<file path="src/rtl/acc_pkg.sv">
// Shared sizes, memory-port payloads and FSM states for the search-window fetch block.
// SMEM_LOAD_EN adds the LOAD state used by the optional image loader.
package acc_pkg;

  localparam int unsigned BlkDim = 16;
  localparam int unsigned ImgDim = 31;
  localparam int unsigned AddrW  = 10;
  localparam int unsigned PixW   = 8;
  localparam int unsigned CntW   = 4;

  typedef struct packed {
    logic                         write;
    logic [AddrW-1:0]             waddr;
    logic [PixW-1:0]              wdata;
    logic [BlkDim-1:0][AddrW-1:0] raddr;
  } smem_req_t;

  typedef struct packed {
    logic [BlkDim-1:0][PixW-1:0] data;
  } smem_res_t;

  typedef enum logic [2:0] {
    ST_IDLE,
    ST_FETCH,
    ST_DRAIN,
`ifdef SMEM_LOAD_EN
    ST_LOAD,
`endif
    ST_DONE
  } fetch_state_t;

endpackage

</file>
<file path="src/rtl/win_addr_gen.sv">
// Sweep counters (r innermost, then cx, then cy) and per-lane read addresses
// for one BlkDim-wide row of the candidate block.
module win_addr_gen
  import acc_pkg::*;
#(
  parameter int unsigned BlkDim = acc_pkg::BlkDim,
  parameter int unsigned ImgDim = acc_pkg::ImgDim
) (
  input  logic                         clk,
  input  logic                         rst,
  input  logic                         adv,
  output logic [CntW-1:0]              cx,
  output logic [CntW-1:0]              cy,
  output logic [CntW-1:0]              r,
  output logic                         last_c,
  output logic [BlkDim-1:0][AddrW-1:0] raddr_c
);

  localparam logic [CntW-1:0] RMax = CntW'(BlkDim - 1);
  localparam logic [CntW-1:0] CMax = CntW'(ImgDim - BlkDim);

  logic [AddrW-1:0] row_base;

  // Counters wrap back to zero after the final beat, ready for the next sweep.
  always_ff @(posedge clk) begin
    if (rst) begin
      cx <= '0;
      cy <= '0;
      r  <= '0;
    end else if (adv) begin
      if (r == RMax) begin
        r <= '0;
        if (cx == CMax) begin
          cx <= '0;
          cy <= (cy == CMax) ? '0 : cy + CntW'(1);
        end else begin
          cx <= cx + CntW'(1);
        end
      end else begin
        r <= r + CntW'(1);
      end
    end
  end

  assign last_c   = (r == RMax) && (cx == CMax) && (cy == CMax);
  assign row_base = (AddrW'(cy) + AddrW'(r)) * AddrW'(ImgDim);

  for (genvar i = 0; i < BlkDim; i++) begin : g_lane
    assign raddr_c[i] = row_base + AddrW'(cx) + AddrW'(i);
  end

endmodule

</file>
<file path="src/rtl/search_win_fetch.sv">
// Streams every candidate block row of the search image as BlkDim-pixel beats.
// Define SMEM_LOAD_EN to add a byte-serial loader that fills the search memory.
module search_win_fetch
  import acc_pkg::*;
#(
  parameter int unsigned BlkDim = acc_pkg::BlkDim,
  parameter int unsigned ImgDim = acc_pkg::ImgDim
) (
  input  logic                        clk_i,
  input  logic                        rst_i,
  input  logic                        start_i,
  output logic                        busy_o,
  output logic                        done_o,
  output smem_req_t                   mem_req_o,
  input  smem_res_t                   mem_res_i,
  output logic                        row_valid_o,
  input  logic                        row_ready_i,
  output logic [BlkDim-1:0][PixW-1:0] row_data_o,
  output logic [CntW-1:0]             row_cx_o,
  output logic [CntW-1:0]             row_cy_o,
  output logic [CntW-1:0]             row_r_o,
  output logic                        row_last_o
`ifdef SMEM_LOAD_EN
  ,
  input  logic                        load_i,
  input  logic                        ld_valid_i,
  output logic                        ld_ready_o,
  input  logic [PixW-1:0]             ld_data_i
`endif
);

  fetch_state_t                 state_q, state_d;
  logic                         capture, accept;
  logic [CntW-1:0]              cx, cy, r;
  logic                         last_c;
  logic [BlkDim-1:0][AddrW-1:0] raddr_c;

`ifdef SMEM_LOAD_EN
  localparam int unsigned LoadBytes = ImgDim * ImgDim;
  logic [AddrW-1:0] ld_cnt_q;
  logic             ld_fire;
`endif

  win_addr_gen #(
    .BlkDim (BlkDim),
    .ImgDim (ImgDim)
  ) u_addr (
    .clk     (clk_i),
    .rst     (rst_i),
    .adv     (capture),
    .cx      (cx),
    .cy      (cy),
    .r       (r),
    .last_c  (last_c),
    .raddr_c (raddr_c)
  );

  always_ff @(posedge clk_i) begin
    if (rst_i) state_q <= ST_IDLE;
    else       state_q <= state_d;
  end

  // Next state; a beat is captured whenever the output register is free or draining.
  always_comb begin
    state_d = state_q;
    capture = 1'b0;
    accept  = row_valid_o && row_ready_i;
`ifdef SMEM_LOAD_EN
    ld_fire = 1'b0;
`endif
    case (state_q)
      ST_IDLE: begin
        if (start_i) state_d = ST_FETCH;
`ifdef SMEM_LOAD_EN
        else if (load_i) state_d = ST_LOAD;
`endif
      end
      ST_FETCH: begin
        capture = !row_valid_o || row_ready_i;
        if (capture && last_c) state_d = ST_DRAIN;
      end
      ST_DRAIN: begin
        if (accept) state_d = ST_DONE;
      end
`ifdef SMEM_LOAD_EN
      ST_LOAD: begin
        ld_fire = ld_valid_i;
        if (ld_fire && (ld_cnt_q == AddrW'(LoadBytes - 1))) state_d = ST_DONE;
      end
`endif
      ST_DONE: state_d = ST_IDLE;
      default: state_d = ST_IDLE;
    endcase
  end

  // Read addresses only while fetching; the write port only on a loader handshake.
  always_comb begin
    mem_req_o = '0;
    if (state_q == ST_FETCH) mem_req_o.raddr = raddr_c;
`ifdef SMEM_LOAD_EN
    if (ld_fire) begin
      mem_req_o.write = 1'b1;
      mem_req_o.waddr = ld_cnt_q;
      mem_req_o.wdata = ld_data_i;
    end
`endif
  end

  always_ff @(posedge clk_i) begin
    if (rst_i) begin
      busy_o      <= 1'b0;
      done_o      <= 1'b0;
      row_valid_o <= 1'b0;
      row_data_o  <= '0;
      row_cx_o    <= '0;
      row_cy_o    <= '0;
      row_r_o     <= '0;
      row_last_o  <= 1'b0;
    end else begin
      busy_o <= (state_d != ST_IDLE);
      done_o <= (state_d == ST_DONE);
      if (capture) begin
        row_valid_o <= 1'b1;
        row_data_o  <= mem_res_i.data;
        row_cx_o    <= cx;
        row_cy_o    <= cy;
        row_r_o     <= r;
        row_last_o  <= last_c;
      end else if (accept) begin
        row_valid_o <= 1'b0;
        row_last_o  <= 1'b0;
      end
    end
  end

`ifdef SMEM_LOAD_EN
  always_ff @(posedge clk_i) begin
    if (rst_i) begin
      ld_cnt_q   <= '0;
      ld_ready_o <= 1'b0;
    end else begin
      ld_ready_o <= (state_d == ST_LOAD);
      if (ld_fire) ld_cnt_q <= (ld_cnt_q == AddrW'(LoadBytes - 1)) ? '0 : ld_cnt_q + AddrW'(1);
    end
  end
`endif

endmodule

</file>
<file path="config.mk">
export PLATFORM = sky130hd
export DESIGN_NAME = search_win_fetch
export DESIGN_NICKNAME = d
export VERILOG_FILES = /design/src/rtl/acc_pkg.sv /design/src/rtl/win_addr_gen.sv /design/src/rtl/search_win_fetch.sv
export SDC_FILE = /design/constraint.sdc
export NUM_CORES = 1
export LEC_CHECK = 0
export ABC_AREA = 0
export CORE_AREA = 2 2 177 179
export CTS_CLUSTER_SIZE = 30
export DETAILED_ROUTE_END_ITERATION = 7
export DIE_AREA = 0 0 179 181
export GPL_TIMING_DRIVEN = 0
export PLACE_DENSITY = 0.68
export SLEW_MARGIN = 20
export SYNTH_ARGS = -nofsm -noshare
export SYNTH_HDL_FRONTEND = slang
export SYNTH_SLANG_ARGS = --single-unit
</file>
<file path="constraint.sdc">
create_clock -name clk_i -period 7.75 [get_ports clk_i]
set_clock_uncertainty 0.1 [all_clocks]
set_input_delay 1.1625 -clock clk_i [delete_from_list [all_inputs] [get_ports clk_i]]
set_output_delay 1.1625 -clock clk_i [all_outputs]
set_load 0.005 [all_outputs]
</file>
==> results.cfg <==
[run_status]
run_status = complete, no violations

[yosys]
syn_inst = 1243
ys_seq_area_frac = 0.349
ys_ff_latch = 159
synth_edf_count = 0
synth-async-reset-ratio = 0
yosys_warnings = 0
synth_cell_types = 55
avgSynthCellArea_um2 = 7.35
netlist_area_um2 = 9130
synthFlopType = dfxtp_1

[floorplan]
fp.coreArea_um2 = 30300
die_area_um2 = 32400
rows = 64
die_h_um = 181
die_x_um = 179
start_util = 0.301
ioPinCount = 455

[clock_tree]
cts_setup_buffers = 0
cts-hold-fix-buffers = 0
cts_inserted_buffers = 17
clock_path_buffers = 2
h-tree-depth = 4
clk_pin_slew_ns = 0.06
clk_latency_ns = 0.41
cts_sinks = 159
cts_tree = yes
cts_root_buf = clkbuf_16

[placed_design]
hpwl_um = 28300
io_buffer_count = 434
placedCellCount = 2092
gp_congestion = 0.913

[power]
powerDensity_nw_per_um2 = 134
totalPowerFinal_w = 0.00198
switching_power_w = 0.000494
ir_drop_mv = 0.122
internal-power_w = 0.00149
clkPwrFrac = 0.450
p_leak_nw = 5.45
p_sw_frac = 0.249
p_seq_frac = 0.425
comb_power_share = 0.125

[setup_path]
cp_common_cell = ha_1
crit_buf_inv = 5
slowest_stage = clkdlybuf4s50_1
crit_family = adder cells
cp.arrival_ns = 6.19
path_class = flip-flop to primary output
end_kind = primary output
cp.required_ns = 6.49
crit_fanout = 11
slowest_delay_ns = 0.57
crit_chain = ha_1, fa_2, a21o_1, a21o_1, ha_1, fa_1, inv_1, fa_1, inv_1, ha_1, xor2_2, inv_2, buf_6, ha_1, a31oi_1, nor3_1, a21oi_1, nor3_1, clkdlybuf4s50_1
start_kind = flip-flop

[min_path]
min_path_type = flip-flop to flip-flop

[timing]
drv_slew = 0
fin_crit_sh = 0.962
setup_viol = 0
setup_tns_ns = 0
finalHoldViolCount = 0
tightestPinTransition_ns = 0.876
fin_crit_ns = 7.45
grt_setup_unrepaired = false
max_freq_mhz = 134
slew_headroom = 0.414

[global_routing]
first_global_vias = 9338
grt_pass1_wl_um = 53300
overflow = 0
grt_max_degree = 17
grtUsageTotal = 0.210
antenna_found_initial = 0

[layout]
layout_common_cells = clkdlybuf4s50_1 (434), nand2_1 (306), a21oi_1 (183), dfxtp_1 (156), nor2_1 (104)
area_growth_pct = 62.0
layout_commonest_cell = clkdlybuf4s50_1
fill_cells = 3027
stdcell_count = 2124
diodes = 0
layout-drive-gt1-share = 0.0781
fin_nets = 1901

[flow_run]
drv_cap = 0

[routing]
wire_per_inst_um = 16.7
vias = 10039
drt_iter0_drc = 573
drc = 0
viasPerCell = 4.73
firstDrtPassIters = 4
drt_wl_total_um = 35600
drt.antenna.violating_nets = 0
## power groups by stage
stage / clock (W) / combinational [W] / sequential, W
after floorplan: 0 / 0.0000965 / 0.000862
after global placement: 0 / 0.000244 / 0.000861
after detailed placement: 0 / 0.000246 / 0.000862
after CTS: 0.000914 / 0.000248 / 0.000843
after global routing: 0.000953 / 0.000271 / 0.000845
final: 0.000892 / 0.000249 / 0.000843
## timing repair
| item | CTS | global route |
|---|---|---|
| endpoints found under the setup margin | 43 | 38 |
| pin swaps | 0 | 1 |
| hold endpoints to repair | 0 | 0 |
| gates resized for setup | 12 | 27 |
## per-stage QoR
step           utilization  area (um^2)  setup WS (ns)  hold WS (ns)
6_report             0.487        14800          0.298         0.352
5_1_grt              0.487        14800         0.0241         0.371
3_5_place_dp         0.463        14000         -0.189         0.345
4_1_cts              0.485        14700        0.00637         0.355
2_1_floorplan            -         9200           1.20         0.353
3_3_place_gp         0.463        14000         -0.107         0.341
## worst min-delay path, delay by kind of cell, from the launching register on
family	cells	cell delay (ns)
AND/OR/NAND/NOR	1	0.05
flip-flops	1	0.31
AO/OA/AOI/OAI	1	0.05
## layer usage
metal | part of all wire | GRT usage | up-vias
met3 | 0.061 | 0.0408 | 44
met5 | 0 | 0 | -
met1 | 0.43 | 0.273 | 4725
li1 | - | - | 4952
met2 | 0.49 | 0.351 | 318
met4 | 0.021 | 0.0572 | 0
## logic make-up after synthesis
family	Yosys count	synth area share
other	1	0.000411
AND/OR/NAND/NOR	538	0.250
buffers and inverters	167	0.0919
AO/OA/AOI/OAI	247	0.152
flip-flops	159	0.349
adder cells (fa/ha/maj)	54	0.0814
multiplexers	17	0.0186
XOR/XNOR	60	0.0575
## cells in the mapped netlist, types with 2 or more instances
cell type / n / area [um^2]
and2_1: 16 / 100
nor3_1: 42 / 210
o21ai_0: 17 / 85.1
nand4_1: 4 / 25.0
buf_2: 11 / 55.1
nand3_1: 16 / 80.1
o21ai_1: 2 / 10.0
and3_1: 13 / 81.3
nand2b_1: 9 / 56.3
o21a_1: 2 / 15.0
and4_1: 2 / 17.5
a21oi_1: 186 / 931
xor2_1: 15 / 131
dfxtp_1: 159 / 3180
nand2_1: 306 / 1150
mux2i_1: 17 / 170
or3_1: 12 / 75.1
inv_1: 21 / 78.8
clkbuf_1: 78 / 293
buf_4: 53 / 398
xnor2_1: 45 / 394
a31oi_1: 5 / 31.3
fa_1: 9 / 180
a22oi_1: 8 / 60.1
nor2_1: 104 / 390
buf_1: 3 / 11.3
a2111oi_2: 2 / 30.0
nor2b_1: 7 / 43.8
a21o_1: 9 / 67.6
ha_1: 45 / 563
## flip-flops by register name (all words and copies together), names as in the netlist
register,cells
row_valid_o,1
row_last_o,1
busy_o,1
row_cx_o,4
state_q,3
u_addr.cx,4
row_cy_o,4
u_addr.r,4
row_data_o,128
row_r_o,4
u_addr.cy,4
done_o,1
## worst paths after layout
path | depth (start not counted) | from | slack, ns | to
worst max register to register | 7 | state_q[0]$_SDFF_PP0_ | 4.92 | row_data_o[60]$_SDFFE_PP0P_
worst min-delay path | 2 | row_data_o[29]$_SDFFE_PP0P_ | 0.35 | row_data_o[29]$_SDFFE_PP0P_
worst max-delay path | 19 | u_addr.cy[0]$_SDFFE_PP0P_ | 0.30 | mem_req_o[99]
worst min register to register | 2 | row_data_o[29]$_SDFFE_PP0P_ | 0.35 | row_data_o[29]$_SDFFE_PP0P_
## final cells by class
cell class | instances | area [um^2] | area share
clock buffers | 18 | 429 | 0.0290
repair buffers | 434 | 4340 | 0.294
multi-input cells | 936 | 5290 | 0.357
flip-flops and latches | 159 | 3190 | 0.215
clock inverters | 14 | 190 | 0.0129
inverters | 22 | 85.1 | 0.00575
well taps | 396 | 495 | 0.0335
plain buffers | 145 | 773 | 0.0523
Note: power is estimated with default switching activity, not from simulation.
